## src/rtl/dmem_pkg.sv

```systemverilog
// Shared types, default sizes and the byte-merge helper for the handshaked data memory.
package dmem_pkg;

    typedef enum logic [1:0] {
        CLEAR = 2'd0,
        IDLE  = 2'd1,
        RESP  = 2'd2
    } dmem_state_t;

    localparam int DMEM_DWIDTH     = 32;
    localparam int DMEM_DEPTH      = 128;
    localparam int DMEM_MAX_DWIDTH = 256;
    localparam int DMEM_MAX_BE     = DMEM_MAX_DWIDTH / 8;

    // Works on the widest supported word; callers zero-extend and truncate to their own width.
    function automatic logic [DMEM_MAX_DWIDTH-1:0] dmem_byte_merge(
        input logic [DMEM_MAX_DWIDTH-1:0] old_word,
        input logic [DMEM_MAX_DWIDTH-1:0] new_word,
        input logic [DMEM_MAX_BE-1:0]     be
    );
        logic [DMEM_MAX_DWIDTH-1:0] merged;
        merged = old_word;
        for (int i = 0; i < DMEM_MAX_BE; i++) begin
            if (be[i]) merged[8*i +: 8] = new_word[8*i +: 8];
        end
        return merged;
    endfunction

endpackage

```

## src/rtl/dmem_clear_seq.sv

```systemverilog
// Zeroing-sweep pointer for dmem_hs: walks 0..DEPTH-1 while active and can be restarted at 0.
module dmem_clear_seq
    import dmem_pkg::*;
#(
    parameter int DEPTH  = DMEM_DEPTH,
    parameter int AWIDTH = $clog2(DEPTH)
) (
    input  logic              clk,
    input  logic              rst,
    input  logic              i_active,
    input  logic              i_restart,
    output logic [AWIDTH-1:0] o_ptr,
    output logic              o_we,
    output logic              o_done
);

    logic [AWIDTH-1:0] r_ptr;
    logic              w_last;

    assign w_last = (r_ptr == AWIDTH'(DEPTH - 1));
    assign o_ptr  = r_ptr;
    assign o_we   = i_active;
    assign o_done = i_active && w_last && !i_restart;

    // Pointer parks at 0 outside the sweep so the next entry into CLEAR starts cleanly.
    always_ff @(posedge clk or negedge rst) begin
        if (!rst) begin
            r_ptr <= '0;
        end else if (i_restart || o_done) begin
            r_ptr <= '0;
        end else if (i_active) begin
            r_ptr <= r_ptr + 1'b1;
        end
    end

endmodule

```

## src/rtl/dmem_hs.sv

```systemverilog
// Parametrised single-port data memory with valid/ready handshake, byte enables and range errors.
// Optional access counters are built when DMEM_STATS_EN is defined.
module dmem_hs
    import dmem_pkg::*;
#(
    parameter int DWIDTH = DMEM_DWIDTH,
    parameter int DEPTH  = DMEM_DEPTH,
    parameter int AWIDTH = $clog2(DEPTH)
) (
    input  logic                clk,
    input  logic                rst,
    input  logic                clr,
    input  logic                req_valid,
    output logic                req_ready,
    input  logic                req_we,
    input  logic [AWIDTH-1:0]   req_addr,
    input  logic [DWIDTH-1:0]   req_wdata,
    input  logic [DWIDTH/8-1:0] req_be,
    output logic                resp_valid,
    input  logic                resp_ready,
    output logic [DWIDTH-1:0]   resp_rdata,
    output logic                resp_err,
    output logic                busy
`ifdef DMEM_STATS_EN
    ,
    output logic [15:0]         rd_count,
    output logic [15:0]         wr_count
`endif
);

    dmem_state_t       r_state;
    dmem_state_t       w_next;
    logic              r_clr_pend;
    logic              r_resp_valid;
    logic              r_resp_err;
    logic [DWIDTH-1:0] r_resp_rdata;
    logic [DWIDTH-1:0] r_mem [DEPTH];

    logic              w_in_range;
    logic              w_accept;
    logic              w_enter_clear;
    logic              w_clr_we;
    logic              w_clr_done;
    logic [AWIDTH-1:0] w_clr_ptr;
    logic [DWIDTH-1:0] w_old_word;
    logic [DWIDTH-1:0] w_merged;

    dmem_clear_seq #(
        .DEPTH  (DEPTH),
        .AWIDTH (AWIDTH)
    ) u_clear_seq (
        .clk       (clk),
        .rst       (rst),
        .i_active  (r_state == CLEAR),
        .i_restart (clr && (r_state == CLEAR)),
        .o_ptr     (w_clr_ptr),
        .o_we      (w_clr_we),
        .o_done    (w_clr_done)
    );

    assign w_in_range = (32'(req_addr) < 32'(DEPTH));
    assign w_old_word = w_in_range ? r_mem[req_addr] : '0;
    assign w_merged   = DWIDTH'(dmem_byte_merge(DMEM_MAX_DWIDTH'(w_old_word),
                                                DMEM_MAX_DWIDTH'(req_wdata),
                                                DMEM_MAX_BE'(req_be)));

    // A clear request always wins over a new request in the same cycle.
    assign req_ready = !clr && ((r_state == IDLE) ||
                                ((r_state == RESP) && resp_ready && !r_clr_pend));
    assign w_accept  = req_valid && req_ready;

    always_comb begin
        w_next = r_state;
        case (r_state)
            CLEAR: if (w_clr_done) w_next = IDLE;
            IDLE: begin
                if (clr)           w_next = CLEAR;
                else if (w_accept) w_next = RESP;
            end
            RESP: begin
                if (resp_ready) begin
                    if (w_accept)                w_next = RESP;
                    else if (r_clr_pend || clr)  w_next = CLEAR;
                    else                         w_next = IDLE;
                end
            end
            default: w_next = CLEAR;
        endcase
    end

    assign w_enter_clear = (w_next == CLEAR) && (r_state != CLEAR);

    always_ff @(posedge clk or negedge rst) begin
        if (!rst) begin
            r_state    <= CLEAR;
            r_clr_pend <= 1'b0;
        end else begin
            r_state <= w_next;
            if (w_enter_clear)                   r_clr_pend <= 1'b0;
            else if ((r_state == RESP) && clr)   r_clr_pend <= 1'b1;
        end
    end

    always_ff @(posedge clk or negedge rst) begin
        if (!rst) begin
            r_resp_valid <= 1'b0;
            r_resp_rdata <= '0;
            r_resp_err   <= 1'b0;
        end else if (w_accept) begin
            r_resp_valid <= 1'b1;
            r_resp_rdata <= w_old_word;
            r_resp_err   <= !w_in_range;
        end else if ((r_state == RESP) && resp_ready) begin
            r_resp_valid <= 1'b0;
        end
    end

    // Storage is deliberately not on rst; the sweep is what zeroes it.
    always_ff @(posedge clk) begin
        if (w_clr_we) begin
            r_mem[w_clr_ptr] <= '0;
        end else if (w_accept && req_we && w_in_range && (|req_be)) begin
            r_mem[req_addr] <= w_merged;
        end
    end

`ifdef DMEM_STATS_EN
    logic [15:0] r_rd_count;
    logic [15:0] r_wr_count;

    always_ff @(posedge clk or negedge rst) begin
        if (!rst) begin
            r_rd_count <= '0;
            r_wr_count <= '0;
        end else if (w_enter_clear) begin
            r_rd_count <= '0;
            r_wr_count <= '0;
        end else if (w_accept && w_in_range) begin
            if (req_we) begin
                if (r_wr_count != 16'hFFFF) r_wr_count <= r_wr_count + 1'b1;
            end else begin
                if (r_rd_count != 16'hFFFF) r_rd_count <= r_rd_count + 1'b1;
            end
        end
    end

    assign rd_count = r_rd_count;
    assign wr_count = r_wr_count;
`endif

    assign resp_valid = r_resp_valid;
    assign resp_rdata = r_resp_rdata;
    assign resp_err   = r_resp_err;
    assign busy       = (r_state == CLEAR);

endmodule

```

## config.mk

```make
export PLATFORM = sky130hd
export DESIGN_NAME = dmem_hs
export DESIGN_NICKNAME = d
export VERILOG_FILES = /design/src/rtl/dmem_pkg.sv /design/src/rtl/dmem_clear_seq.sv /design/src/rtl/dmem_hs.sv
export SDC_FILE = /design/constraint.sdc
export NUM_CORES = 2
export LEC_CHECK = 0
export CORE_ASPECT_RATIO = 0.9
export CORE_MARGIN = 2
export CORE_UTILIZATION = 45
export CTS_BUF_LIST = sky130_fd_sc_hd__clkbuf_4 sky130_fd_sc_hd__clkbuf_8
export CTS_CLUSTER_DIAMETER = 80
export DETAILED_ROUTE_END_ITERATION = 8
export GPL_ROUTABILITY_DRIVEN = 0
export GPL_TIMING_DRIVEN = 1
export PLACE_DENSITY = 0.63
export SYNTH_ARGS = -nofsm -noshare
export SYNTH_HDL_FRONTEND = slang
export SYNTH_SLANG_ARGS = --single-unit
```

## constraint.sdc

```tcl
create_clock -name clk -period 6.7 [get_ports clk]
set_input_delay 0.67 -clock clk [delete_from_list [all_inputs] [get_ports clk]]
set_output_delay 0.67 -clock clk [all_outputs]
set_load 0.005 [all_outputs]
```

==> metrics.txt <==
total half-perimeter wirelength after legalization and detailed placement 293000 um; Least-Margin Pin Slew between 1 and 1.5 ns; clock tree from TritonCTS built; Inserted Clock Buffers around 640; number of buffers inserted for hold repair after clock tree synthesis 2; Ys Warns 0; number of placement rows 206; Synth-to-Final Area Change 14.0%; critical path capture point type flip-flop; startpoint kind of the worst setup timing path flip-flop; Mapped Nets 7202; outcome completed; Max Fanout on Critical Path 22; setup violators final 0; clock slew seen by the registers of the worst setup and hold paths 0.07 ns; clk root buf sky130_fd_sc_hd__clkbuf_8; vertical die dimension between 500 and 600 um; Clock Latency Late Sink 1.23 ns; Max Transition Viols Final 0; wire length of the first global-routing pass 650000 um; number of detailed-routing iterations run before antenna repair 6; Detailed Route WL 476000 um; Static Leakage 0.0628 uW; maximum ir drop on the vdd rail ~0.19 mV; setup slack at placement 0.858 ns; Worst Slack Setup Final 1.78 ns; total core area between 0.3 and 0.4 sq mm; Critical Setup Path Class flip-flop to flip-flop; largest net degree at the start of global routing between 90 and 100; area of the die between 0.3 and 0.4 sq mm; fraction of layout instances using a drive strength above 1 0.312; H-tree depth 6; tightest slew margin relative to the limit 0.113; die width 630 um; clk_skew 0.0772 ns; total DRC errors in the routed layout 0; CP arrival 5.78 ns; CTS sink cnt 4139; Post-synth top flop sky130_fd_sc_hd__edfxtp_1; distinct cell type count of the synthesized netlist approximately 70; setup bufs post-CTS 0; final routed wire length divided by cell count 36.4 um; I/O pin total 85; most common cell after layout, fill and taps aside sky130_fd_sc_hd__edfxtp_1; initial core utilization 0.452; class of the tightest hold or removal check primary input to asynchronous set/reset pin; global route total overflow 0; shortest clock period the worst path allows after layout 4.92 ns; Achievable Freq about 200 MHz; highest-count cells in the layout ignoring fill and taps 4096 x sky130_fd_sc_hd__edfxtp_1, 929 x sky130_fd_sc_hd__mux4_2, 653 x sky130_fd_sc_hd__clkbuf_8; Max-cap violations 0; maximum number of buffers from clock root to sink 4; average cell area after synthesis 22.2 sq um; overall via count from detail_route a little over 80000; final hold violation count 0; synthesized instance count 7152; Setup Total Neg Slack 0 ns; number of DRC violations after detailed-routing iteration 0 13122; initial antenna violation count 22; post-synthesis sequential area ratio 0.783; number of global-route vias before repair about 80000; number of nets in the layout 7941; setup repair after global routing missed its margin false; number of cells upsized or downsized after cts 0; Port-buffer cells 83; share of synthesized flip-flops with an asynchronous set or reset 0.0104; global-route usage over all layers 0.262; data required time of the worst path 7.56 ns; Avg Vias per Cell 6.31; FF+latch count, synth 4139; crit share post-route 0.735; cell area after technology mapping 0.158 sq mm; post-route antenna net violation count 0; PD cells 282 mW/mm^2; number of flops mapped to enable cells by yosys roughly 4000
cell type report:
type / instances / area, sq um
diodes: 15 / 37.5
clock buffers: 876 / 10700
clock inverters: 239 / 1440
fillers: 27166 / 170000
inverters: 17 / 68.8
multi-input cells: 2584 / 33400
flip-flops and latches: 4139 / 124000
well taps: 4680 / 5860
repair buffers: 512 / 5030
layer usage:
layer / share of wire / vias up / track usage
li1: - / 32041 / -
met5: 0.00042 / - / 0.00295
met1: 0.38 / 43979 / 0.365
met4: 0.055 / 10 / 0.130
met3: 0.12 / 926 / 0.0753
met2: 0.44 / 5515 / 0.380
Yosys cell counts, drive strengths merged, types with 32 or more instances:
cell type / n / area share
a211oi: 39 / 0.0019
a21oi: 77 / 0.0024
a221oi: 63 / 0.0036
a22o: 35 / 0.0019
a22oi: 156 / 0.0074
buf: 226 / 0.0099
clkbuf: 186 / 0.0044
dfrtp: 43 / 0.0068
edfxtp: 4096 / 0.78
mux2: 60 / 0.0043
mux2i: 197 / 0.012
mux4: 929 / 0.13
nand2: 191 / 0.0045
nand3: 55 / 0.0017
nor2: 192 / 0.0045
o21ai: 131 / 0.0041
o221ai: 32 / 0.0018
o22ai: 106 / 0.0042
registers in the layout (all words and copies together), names as in the netlist:
register / cells
r_mem: 4096
resp_rdata: 32
r_state: 2
r_clr_pend: 1
u_clear_seq.o_ptr: 7
resp_valid: 1
worst max-delay path: stages, from the launching register on:
cell                        delay, ns
sky130_fd_sc_hd__dfrtp_1         0.44
sky130_fd_sc_hd__nand4bb_1       0.34
sky130_fd_sc_hd__a2111o_1        0.84
sky130_fd_sc_hd__o21ai_0         0.96
sky130_fd_sc_hd__nand2_1         0.87
sky130_fd_sc_hd__nor2_4          0.65
sky130_fd_sc_hd__buf_4           0.42
through the flow:
step / hold WS (ns) / std cells / util / power (uW) / area [sq um]
after global routing: 0.220 / 13051 / 0.515 / 52300 / 181000
after floorplan: 0.374 / 7152 / - / 29900 / 158000
after global placement: 0.478 / 11930 / 0.481 / 31000 / 168000
after detailed placement: 0.479 / 11930 / 0.481 / 31000 / 168000
final: 0.153 / 13062 / 0.516 / 50900 / 181000
after CTS: 0.130 / 13047 / 0.515 / 51100 / 181000
power by group:
group | leakage, uW | internal, uW | switching, uW | total [uW]
Sequential | 0.0439 | 28100 | 71.3 | 28200
Combinational | 0.0124 | 788 | 1500 | 2280
Clock | 0.00642 | 10600 | 9870 | 20500
Total | 0.0628 | 39500 | 11400 | 50900
worst paths after layout:
kind	startpoint	to	slack, ns	cells past startpoint
setup / recovery	r_state[0]$_DFF_PN0_	r_mem[76][18]$_DFFE_PP_	1.78	6
setup reg to reg	r_state[0]$_DFF_PN0_	r_mem[76][18]$_DFFE_PP_	1.78	6
min in group clk	resp_ready	resp_valid$_DFFE_PN0P_	0.36	4
hold / removal	rst	resp_rdata[9]$_DFFE_PN0P_	0.15	3
max in group asynchronous	rst	resp_rdata[1]$_DFFE_PN0P_	5.73	3
hold reg to reg	resp_rdata[1]$_DFFE_PN0P_	resp_rdata[1]$_DFFE_PN0P_	0.51	1
cells by family after synthesis:
family,after synthesis,share of synthesized area
adder cells (fa/ha/maj),1,0.0000789
AND/OR/NAND/NOR,561,0.0156
AO/OA/AOI/OAI,835,0.0379
other,1,0.0000237
buffers and inverters,429,0.0147
flip-flops,4139,0.783
multiplexers,1186,0.149
Note: power is estimated with default switching activity, not from simulation.
